[src/rtl/hello_pkg.sv]
// hello_pkg: shared state encoding and message ROM
// for the hello_stream_dut character streamer.
package hello_pkg;

  typedef enum logic [1:0] {
    ST_IDLE,
    ST_SEND,
    ST_GAP,
    ST_DONE
  } state_t;

  localparam int HELLO_LEN = 11;

  localparam logic [8*HELLO_LEN-1:0] HELLO_MSG =
    "Hello World";

  // Character at position idx; past the text it is NUL.
  function automatic logic [7:0] hello_char(
    input int idx
  );
    logic [7:0] c;
    c = 8'h00;
    if (idx >= 0 && idx < HELLO_LEN)
      c = HELLO_MSG[8*(HELLO_LEN-1-idx) +: 8];
    return c;
  endfunction

endpackage

[src/rtl/hello_fifo.sv]
// hello_fifo: power-of-two circular buffer used
// to hold echo bytes until they are streamed out.
module hello_fifo #(
  parameter int DATA_W = 8,
  parameter int DEPTH  = 16
) (
  input  logic              clk,
  input  logic              rstn,
  input  logic              push,
  input  logic              pop,
  input  logic [DATA_W-1:0] wdata,
  output logic [DATA_W-1:0] rdata,
  output logic              full,
  output logic              empty
);

  localparam int AW = (DEPTH > 1) ? $clog2(DEPTH) : 1;
  localparam logic [AW:0] CNT_MAX = (AW+1)'(DEPTH);

  logic [DATA_W-1:0] mem [DEPTH];
  logic [AW-1:0]     wptr;
  logic [AW-1:0]     rptr;
  logic [AW:0]       count;
  logic              do_push;
  logic              do_pop;

  assign full    = (count == CNT_MAX);
  assign empty   = (count == '0);
  assign do_push = push && !full;
  assign do_pop  = pop && !empty;
  assign rdata   = mem[rptr];

  // Pointers wrap naturally at DEPTH; count tracks fill.
  always_ff @(posedge clk) begin
    if (!rstn) begin
      wptr  <= '0;
      rptr  <= '0;
      count <= '0;
    end else begin
      if (do_push)
        wptr <= wptr + 1'b1;
      if (do_pop)
        rptr <= rptr + 1'b1;
      if (do_push && !do_pop)
        count <= count + 1'b1;
      else if (!do_push && do_pop)
        count <= count - 1'b1;
    end
  end

  // Storage array; contents need no reset.
  always_ff @(posedge clk) begin
    if (do_push)
      mem[wptr] <= wdata;
  end

endmodule

[src/rtl/hello_stream_dut.sv]
// hello_stream_dut: streams "Hello World" (or echoed
// input bytes) as repeated framed messages.
module hello_stream_dut
  import hello_pkg::*;
#(
  parameter int DATA_W  = 8,
  parameter int MSG_LEN = 11,
  parameter int MODE    = 0,
  parameter int DEPTH   = 16,
  parameter int GAP_CYC = 2,
  parameter int REP_W   = 4
) (
  input  logic              clk,
  input  logic              rstn,
  input  logic              start,
  input  logic [REP_W-1:0]  repeat_cnt,
  input  logic              in_valid,
  output logic              in_ready,
  input  logic [DATA_W-1:0] in_data,
  output logic              out_valid,
  input  logic              out_ready,
  output logic [DATA_W-1:0] out_data,
  output logic              out_last,
  output logic              busy,
  output logic              done
);

  localparam int IDX_W =
    (MSG_LEN > 1) ? $clog2(MSG_LEN) : 1;
  localparam int GAP_W =
    (GAP_CYC > 1) ? $clog2(GAP_CYC) : 1;
  localparam logic [IDX_W-1:0] LAST_IDX =
    IDX_W'(MSG_LEN - 1);
  localparam logic [GAP_W-1:0] GAP_END =
    GAP_W'((GAP_CYC > 0) ? GAP_CYC - 1 : 0);
  localparam logic [REP_W-1:0] REP_ONE = REP_W'(1);

  state_t            state;
  state_t            state_nx;
  logic [IDX_W-1:0]  idx;
  logic [IDX_W-1:0]  idx_nx;
  logic [REP_W-1:0]  rem;
  logic [REP_W-1:0]  rem_nx;
  logic [GAP_W-1:0]  gap;
  logic [GAP_W-1:0]  gap_nx;
  logic              src_valid;
  logic [DATA_W-1:0] src_data;
  logic              sending;
  logic              xfer;

  assign sending   = (state == ST_SEND);
  assign out_valid = sending && src_valid;
  assign out_data  = out_valid ? src_data : '0;
  assign out_last  = sending && (idx == LAST_IDX);
  assign xfer      = out_valid && out_ready;
  assign busy      = (state != ST_IDLE);
  assign done      = (state == ST_DONE);

  if (MODE == 1) begin : g_echo
    logic              fifo_full;
    logic              fifo_empty;
    logic [DATA_W-1:0] fifo_head;

    hello_fifo #(
      .DATA_W (DATA_W),
      .DEPTH  (DEPTH)
    ) u_fifo (
      .clk   (clk),
      .rstn  (rstn),
      .push  (in_valid && in_ready),
      .pop   (xfer),
      .wdata (in_data),
      .rdata (fifo_head),
      .full  (fifo_full),
      .empty (fifo_empty)
    );

    assign in_ready  = rstn && !fifo_full;
    assign src_valid = !fifo_empty;
    assign src_data  = fifo_head;
  end else begin : g_rom
    logic unused_in;
    assign unused_in = ^{in_valid, in_data};
    assign in_ready  = 1'b0;
    assign src_valid = 1'b1;
    assign src_data  = DATA_W'(hello_char(int'(idx)));
  end

  // Sequencer registers with synchronous reset.
  always_ff @(posedge clk) begin
    if (!rstn) begin
      state <= ST_IDLE;
      idx   <= '0;
      rem   <= '0;
      gap   <= '0;
    end else begin
      state <= state_nx;
      idx   <= idx_nx;
      rem   <= rem_nx;
      gap   <= gap_nx;
    end
  end

  // Next-state: message framing, repeats, gaps.
  always_comb begin
    state_nx = state;
    idx_nx   = idx;
    rem_nx   = rem;
    gap_nx   = gap;
    unique case (state)
      ST_IDLE: begin
        if (start) begin
          state_nx = ST_SEND;
          idx_nx   = '0;
          rem_nx   = (repeat_cnt == '0) ?
                     REP_ONE : repeat_cnt;
        end
      end
      ST_SEND: begin
        if (xfer) begin
          if (out_last) begin
            if (rem > REP_ONE) begin
              rem_nx   = rem - 1'b1;
              idx_nx   = '0;
              gap_nx   = '0;
              state_nx = (GAP_CYC == 0) ?
                         ST_SEND : ST_GAP;
            end else begin
              state_nx = ST_DONE;
            end
          end else begin
            idx_nx = idx + 1'b1;
          end
        end
      end
      ST_GAP: begin
        if (gap == GAP_END)
          state_nx = ST_SEND;
        else
          gap_nx = gap + 1'b1;
      end
      ST_DONE: begin
        state_nx = ST_IDLE;
        idx_nx   = '0;
        rem_nx   = '0;
      end
      default: state_nx = ST_IDLE;
    endcase
  end

endmodule

[config.mk]
export PLATFORM = sky130hd
export DESIGN_NAME = hello_stream_dut
export DESIGN_NICKNAME = d
export VERILOG_FILES = /design/src/rtl/hello_pkg.sv /design/src/rtl/hello_fifo.sv /design/src/rtl/hello_stream_dut.sv
export SDC_FILE = /design/constraint.sdc
export NUM_CORES = 1
export LEC_CHECK = 0
export ABC_AREA = 0
export CAP_MARGIN = 20
export CORE_UTILIZATION = 43
export CTS_CLUSTER_SIZE = 25
export DETAILED_ROUTE_END_ITERATION = 10
export GPL_TIMING_DRIVEN = 0
export PLACE_DENSITY = 0.84
export RECOVER_POWER = 25
export SLEW_MARGIN = 10
export SYNTH_ARGS = -nofsm -noshare
export SYNTH_HDL_FRONTEND = slang
export SYNTH_SLANG_ARGS = --single-unit
[constraint.sdc]
create_clock -name clk -period 1.9 [get_ports clk]
set_input_delay 0.285 -clock clk [delete_from_list [all_inputs] [get_ports clk]]
set_output_delay 0.285 -clock clk [all_outputs]
set_load 0.01 [all_outputs]
## Word level (Yosys, flattened, before mapping)

Cells that the tools add are included.

| word-level totals | value |
|---|---|
| bits in registers | 11 |
| latch bits | 0 |
| bits in writable memories | 0 |
| memory bits (read-only) | 0 |
| input bits | 17 |
| output and inout port bits | 13 |
| memories | 0 |

| operators by class | value |
|---|---|
| $add $sub $neg | 4 |
| multiply operators | 0 |
| div/mod/pow operators | 0 |
| magnitude comparators | 2 |
| equality and inequality tests | 10 |
| shifts and indexed selects | 1 |
| mux-type cells | 24 |
| bitwise logic cells | 0 |
| reduce and logical (&&, ||, !) cells | 11 |

Operator list:

| operator | number |
|---|---|
| 88-bit by 8-bit variable part select with 8-bit output, first input constant | 1 |
| 4-bit two-way mux | 9 |
| 4-bit case mux with 3 select lines | 2 |
| 8-bit two-way mux | 2 |
| 4-bit AND reduction | 3 |
| 2-bit two-way mux | 4 |
| 2-bit case mux with 4 select lines | 1 |
| 2-bit by 1-bit != test with 1-bit output, second input constant | 3 |
| 1-bit two-way mux | 5 |
| 5-bit AND reduction | 1 |
| 4-bit by 4-bit subtractor with 5-bit output, first input constant | 1 |
| 4-bit by 1-bit adder with 4-bit output, second input constant | 1 |
| 2-bit == test, second input constant | 2 |
| 4-bit == test, second input constant | 1 |
| 4-bit by 1-bit > comparator with 1-bit output, second input constant | 1 |
| 4-bit zero test | 1 |
| 4-bit less-than comparator, second input constant | 1 |
| 2-bit != test, second input constant | 2 |
| 2-bit nonzero test | 2 |
| 4-bit by 1-bit subtractor with 4-bit output, second input constant | 1 |
| 3-bit by 2-bit != test with 1-bit output, second input constant | 1 |
| 3-bit nonzero test | 1 |
| 2-bit by 1-bit == test with 1-bit output, second input constant | 1 |
| 1-bit logical AND | 2 |
| 3 further kinds | 3 |

## Depth between registers and ports, before layout

Gate-level depths: netlist of run 1.

| depth | value |
|---|---|
| word-level depth | 5 |
| depth in mapped cells | 7 |
| mapped depth without buffers | 6 |

## Worst setup path before layout of run 1

No wires, ideal clock.

| path | value |
|---|---|
| path kind | reg2out |
| from | register idx[0] |
| to | output out_data[0] |
| arrival time | 1.649 ns |
| required time | 1.615 ns |
| setup slack | -0.034 ns |
| stages on the path, launching flop included | 7 |
| cell sequence | dfxtp_1 > inv_2 > ha_1 > xor2_1 > or4_1 > a21oi_1 > o21a_1 |

| between the ends | value |
|---|---|
| longest elaborated chain between the ends | 4 |
| elaborated cells on any way between the ends | 5 |

RTL lines:

| what | RTL line | text |
|---|---|---|
| start, declared | hello_stream_dut.sv:40 | `logic [IDX_W-1:0] idx;` |
| start signal, assigned | hello_stream_dut.sv:98 | `idx <= idx_nx;` |
| 4-bit by 4-bit subtractor with 5-bit output | hello_pkg.sv:24 | `c = HELLO_MSG[8*(HELLO_LEN-1-idx) +: 8];` |
| 88-bit by 8-bit variable part select with 8-bit output | hello_pkg.sv:24 |  |
| 8-bit two-way mux (*) | hello_pkg.sv:23 | `if (idx >= 0 && idx < HELLO_LEN)` |
| 8-bit two-way mux (*) | hello_stream_dut.sv:53 | `assign out_data = out_valid ? src_data : '0;` |
| end, declared | hello_stream_dut.sv:22 | `output logic [DATA_W-1:0] out_data,` |

Mark *: on every way between the ends. The rest lies on a longest branch, timed or not.

## Worst setup path after layout of run 1

Ends and elaborated chain as after synthesis.

==> run summary, run 1 <==
====================================================================================
Run status                                                              finished, violations left
Violated checks                                                         setup timing
Min cycle time layout                                                        2229 ps
CTS tree                                                                         yes
Routed wirelength normalized by instance count                              15.61 um
Number of ports placed on the die boundary                                        30
Commonest cells after routing, fill and taps aside                      nor2_1 (17), a21oi_1 (14), buf_4 (11), dfxtp_1 (9), clkdlybuf4s50_1 (9)
Full die area                                                              2673 um^2
Yosys reg bits                                                                    11
Fill cells                                                                       196
Fmax                                                                       448.7 MHz
Final Hold Slack                                                            518.6 ps
Slew Viols, Final                                                                  0
ANT cells                                                                          0
Inserted Clock Buffers                                                             3
Element type at the critical path start                                     register
Hold buffer count at CTS                                                           0
Die height                                                                  51.71 um
Global-route wire length before repair                                      5.175 mm
Pre-CTS setup slack                                                        -576.4 ps
Gate count of the mapped netlist                                                 147
Root buf cell                                                               clkbuf_4
GP Congestion                                                                 0.8615
Source-to-sink clock delay at the later pin of the worst-skew pair            280 ps
PD cells                                                                462.6 nW/um^2
Startpoint of the tightest hold check path                              rem[1]$_SDFFE_PN0P_
Ratio of cells with drive above 1 in the final layout                         0.2938
Vias/cell                                                                      6.024
RSZ-0062 raised after global routing                                            true
Most common cell after layout, fill and taps aside                            nor2_1
Final cell count without fillers                                                 205
Maximum number of pins on one net before global-route repair                      15
Number of flops mapped to enable cells by yosys                                    0
Initial standard-cell utilization of the core                                 0.4667
CTS sink count                                                                    11
Critical path required time                                                  1620 ps
Total Nets Final                                                                 199
Detailed-router iteration count before antenna repair                              4
Final setup vio count                                                              8
Antenna Violating Nets Remaining                                                   0
Path class of the lowest-slack min-delay path                           register to register
H-tree depth                                                                       1
Data arrival, critical path                                                  1940 ps
Maximum net fanout on the critical path                                            2
IR drop worst, VDD                                                          370.7 uV
Proportion of synthesized chip area in sequential cells                       0.2073
Final worst path period share                                                  1.173
Wirelength, routed                                                          3.200 mm
Vias after detailed routing                                                     1235
Core area                                                                  2276 um^2
Worst setup path class                                                  register to output pin
Setup WS post-layout                                                       -328.7 ps
Netlist Area Pre-Place                                                     1062 um^2
Commonest register cell after synthesis                                      dfxtp_1
Synth warnings                                                                     0
Number of different library cells in the post-synthesis netlist                   50
Endpoint class of the critical path                                       output pin
Total global routing track utilization                                        0.2529
Final Hold Vio Count                                                               0
Headroom to the max-slew limit                                                0.5990
Global-route congestion overflow total                                             0
Total of max-cap violations                                                        0
Initial antenna violation count                                                    0
Site row count                                                                    17
Die span in x                                                               51.71 um
LEAKAGE                                                                    0.6492 nW
Vias in the first global route                                                  1227
Timing startpoint of the critical path                                  idx[0]$_SDFFE_PN0P_
Worst Max-Slew Pin Slew                                                     601.5 ps
Quantity of I/O buffers inserted on ports                                         18
Avg Inst Size Synth                                                       7.226 um^2
Share of flip-flops with an asynchronous set or reset after synthesis              0
Total placed cells including tap cells                                           194
FF-to-FF Start                                                          rem[0]$_SDFFE_PN0P_
Detailed Route Iter0 Violations                                                   35
Final routed DRC violation total                                                   0
Number of buffers on the longest clock path                                        2
Worst Clk Skew                                                              1.864 ps
Clock transition at the registers of the reported paths                        70 ps
Detailed-placement wirelength estimate                                      2.008 mm
Synth-to-Final Area Change                                                    38.05%
====================================================================================
[worst paths after layout]
path,slack [ps],endpoint,depth (start not counted)
setup reg to reg,180,rem[2]$_SDFFE_PN0P_,6
setup / recovery,-330,out_data[0],7
hold reg to reg,520,rem[1]$_SDFFE_PN0P_,2
hold / removal,520,rem[1]$_SDFFE_PN0P_,2
[report_power, final]
part	internal [mW]	switching (mW)	total (mW)	leakage, nW
sequential	0.242	0.0150	0.257	0.0915
clock	0.0815	0.0840	0.166	0.0150
combinational	0.126	0.130	0.256	0.543
[sequential cells by signal, indices dropped and copies added, names as in the netlist]
signal  cells
state       2
rem         4
gap         1
idx         4
[cells in the mapped netlist (2+ instances only)]
master,n,area share
dfxtp_1,11,0.21
o211ai_1,2,0.014
clkbuf_1,3,0.011
a211o_1,3,0.025
o21ai_0,7,0.033
inv_1,7,0.025
xor2_1,2,0.016
nor2_1,20,0.071
nand3b_1,2,0.014
o21a_1,4,0.028
inv_2,2,0.0071
nand2b_1,2,0.012
a21oi_1,15,0.071
or4_1,2,0.014
a211oi_1,2,0.014
o22ai_1,4,0.024
nor2b_1,2,0.012
and3_1,4,0.024
nand2_1,5,0.018
nor4_1,2,0.012
buf_2,7,0.033
o31ai_1,2,0.014
nor3b_1,2,0.014
xnor2_1,2,0.016
nor3_1,3,0.014
ha_1,4,0.047
buf_4,3,0.021
[worst max-delay path: stages (launching register included)]
cell     delay [ps]
dfxtp_4         370
inv_6            40
ha_4            220
xor2_2          150
or4_4           520
a21oi_2         130
o21a_1          130
buf_2           130
[metal layers]
metal	part of all wire	global-route usage	vias up	routed length, um
li1	-	-	589	-
met4	0.026	0.1532	0	83
met2	0.52	0.4654	55	1676
met3	0.045	0.03216	9	144
met1	0.41	0.2708	582	1296
met5	0	0	-	0
[per-stage QoR]
| stage | util | instance area, um^2 | total power, mW | setup TNS (ps) |
|---|---|---|---|---|
| floorplan | - | 1067 | 0.3971 | 0 |
| global placement | 0.5635 | 1282 | 0.4573 | -3034 |
| detailed placement | 0.5635 | 1282 | 0.4627 | -3139 |
| CTS | 0.6196 | 1410 | 0.6549 | -1349 |
| global route | 0.6443 | 1466 | 0.7114 | -2165 |
| finish | 0.6443 | 1466 | 0.6784 | -1638 |
[layout make-up]
class                      count  area [um^2]  share of cell area
buffer                        12        87.58             0.05973
clock buffer                   4        26.28             0.01792
timing repair buffer          26        227.7              0.1553
multi-input combinational    115        818.3              0.5580
tap                           28        35.03             0.02389
inverter                       9        43.79             0.02986
sequential                    11        227.7              0.1553
[kinds of logic (layout without fill, tap and decap cells)]
family / Yosys count / after routing / share of synthesized area
AOI/OAI and AO/OA: 54 / 54 / 0.3486
other: 1 / 2 / 0.003530
xor gates and xnor gates: 4 / 4 / 0.03299
muxes: 1 / 1 / 0.009423
adders and majority gates: 4 / 4 / 0.04712
DFF: 11 / 11 / 0.2073
buffers and inverters: 22 / 51 / 0.09659
and+or+nand+nor: 50 / 50 / 0.2544
[repair_timing]
action	4_1_cts	5_1_grt
gates resized for setup	52	15
endpoints found under the setup margin	9	11
pin swaps	8	5
setup buffers	6	1
cloned	0	1
No activity file was read; power rests on OpenSTA's default activity.
==> inputs of run 2 (changes only) <==
Settings changed: CTS_CLUSTER_DIAMETER set to 200, SETUP_SLACK_MARGIN set to 0.4.
==> run summary, run 2 (same netlist as run 1, synthesis figures left out) <==
=================================================================================
Run status                                                           finished, violations left
Violated checks                                                      setup timing
Met1 layer wirelength in the final routing                               1.509 mm
Detailed route wirelength on metal2                                      2.171 mm
Vias/cell                                                                   6.219
Net Sw Frac                                                                0.3581
Detailed route wirelength on metal3                                        199 um
Number of buffers on the longest clock path                                     2
Fmax                                                                    455.5 MHz
Commonest cells after routing, fill and taps aside                   buf_4 (18), nor2_1 (15), buf_2 (11), buf_6 (9), a21oi_1 (9)
Number of ports placed on the die boundary                                     30
Site row count                                                                 17
Cell count of the worst reg-to-reg path                                         6
FF-to-FF Start                                                       rem[1]$_SDFFE_PN0P_
Inserted Clock Buffers                                                          3
Worst Max-Slew Pin Slew                                                  539.6 ps
LEAKAGE                                                                 0.7170 nW
ANT cells                                                                       0
CTS sink count                                                                 11
Final Hold Slack                                                         516.0 ps
Path class of the lowest-slack min-delay path                        register to register
GP Congestion                                                              0.8542
Headroom to the max-slew limit                                             0.6381
Share of power burned in registers                                          0.346
H-tree depth                                                                    1
Global-route congestion overflow total                                          0
Final setup vio count                                                           7
Maximum number of pins on one net before global-route repair                   11
Hold buffer count at CTS                                                        0
Detailed-router iteration count before antenna repair                           4
Data arrival, critical path                                               1910 ps
Final routed DRC violation total                                                0
Registers with the most flip-flops                                   idx x4, rem x4, state x2
Full die area                                                           2673 um^2
IR drop worst, VDD                                                       552.8 uV
Total global routing track utilization                                     0.2987
Final worst path period share                                               1.155
Min-Delay Endpoint                                                   rem[1]$_SDFFE_PN0P_
Initial antenna violation count                                                 0
Root buf cell                                                            clkbuf_4
Final Core Density                                                         0.7526
Accumulated negative setup slack                                         -1400 ps
Pwr Total                                                                760.3 uW
Global-route wire length before repair                                   5.802 mm
Core area                                                               2276 um^2
Vias in the first global route                                               1297
Routed wirelength normalized by instance count                           18.58 um
Synth-to-Final Area Change                                                 61.25%
Highest metal used                                                           met4
Die span in x                                                            51.71 um
Source-to-sink clock delay at the later pin of the worst-skew pair         280 ps
Total of max-cap violations                                                     0
Worst setup path class                                               register to output pin
Switching power total                                                    272.3 uW
Maximum net fanout on the critical path                                         3
Detailed-placement wirelength estimate                                   2.155 mm
Internal power consumption                                               488.0 uW
Final Hold Vio Count                                                            0
Worst Hold Depth                                                                2
Clock transition at the registers of the reported paths                     70 ps
Slew Viols, Final                                                               0
Wirelength, routed                                                       4.070 mm
Worst reg2reg setup slack                                                  310 ps
Logic pwr share                                                             0.435
Die height                                                               51.71 um
Total Nets Final                                                              213
RSZ-0062 raised after global routing                                         true
Clock share of power                                                        0.219
Pre-CTS setup slack                                                     -446.2 ps
CTS tree                                                                      yes
Setup WS post-layout                                                    -295.2 ps
Initial standard-cell utilization of the core                              0.4667
Antenna Violating Nets Remaining                                                0
Detailed Route Iter0 Violations                                                56
Min cycle time layout                                                     2195 ps
Startpoint of the tightest hold check path                           rem[1]$_SDFFE_PN0P_
PD cells                                                             443.9 nW/um^2
Most common cell after layout, fill and taps aside                          buf_4
Quantity of I/O buffers inserted on ports                                      18
Endpoint of the lowest-slack register-to-register path               rem[1]$_SDFFE_PN0P_
Critical path required time                                               1620 ps
Ratio of cells with drive above 1 in the final layout                      0.4869
Vias after detailed routing                                                  1362
Element type at the critical path start                                  register
Endpoint class of the critical path                                    output pin
Worst Clk Skew                                                           1.312 ps
=================================================================================
[run 2: metrics by stage]
| stage | std cells | area, um^2 |
|---|---|---|
| CTS | 210 | 1563 |
| global route | 219 | 1713 |
| global placement | 194 | 1316 |
| floorplan | 148 | 1101 |
| detailed placement | 194 | 1316 |
| finish | 219 | 1713 |
[run 2: what timing repair did]
item | in CTS | in global routing
setup endpoints to repair | 19 | 19
cloned | 1 | 0
pin swaps | 14 | 18
setup buffers | 11 | 9
resized for setup | 85 | 33
[run 2: cell type report]
class,instances,area (um^2)
timing repair buffer,39,317.8
multi-input combinational,115,937.1
buffer,13,122.6
inverter,9,41.29
clock buffer,4,26.28
tap,28,35.03
sequential,11,232.7
fill,159,563.0
[run 2: worst max-delay path by stage]
stage / slack (ps) / depth (start not counted) / startpoint / endpoint
after global routing: -370 / 7 / idx[0]$_SDFFE_PN0P_ / out_data[0]
final: -300 / 7 / idx[0]$_SDFFE_PN0P_ / out_data[0]
after floorplan: 140 / 6 / idx[0]$_SDFFE_PN0P_ / out_data[0]
after CTS: -270 / 7 / idx[0]$_SDFFE_PN0P_ / out_data[0]
after detailed placement: -450 / 6 / idx[1]$_SDFFE_PN0P_ / out_data[0]
after global placement: -410 / 6 / idx[1]$_SDFFE_PN0P_ / out_data[0]
[run 2: routing by layer]
layer,up-vias,track usage
li1,623,-
met1,644,0.2951
met2,74,0.5563
met3,21,0.04678
met4,0,0.2162
met5,-,0
[run 2: worst max-delay path, cell delays in order (launching register included)]
cell	delay, ps
dfxtp_4	390
inv_6	40
ha_4	220
xor2_1	150
or4_1	420
a21oi_1	140
o21a_1	130
buf_2	130
[run 2: power by group through the flow]
| stage | Combinational (mW) | Clock, mW | Sequential, mW |
|---|---|---|---|
| finish | 0.331 | 0.166 | 0.263 |
| global route | 0.351 | 0.183 | 0.265 |
| CTS | 0.267 | 0.164 | 0.262 |
| detailed placement | 0.208 | 0 | 0.265 |
| global placement | 0.201 | 0 | 0.264 |
| floorplan | 0.143 | 0 | 0.261 |
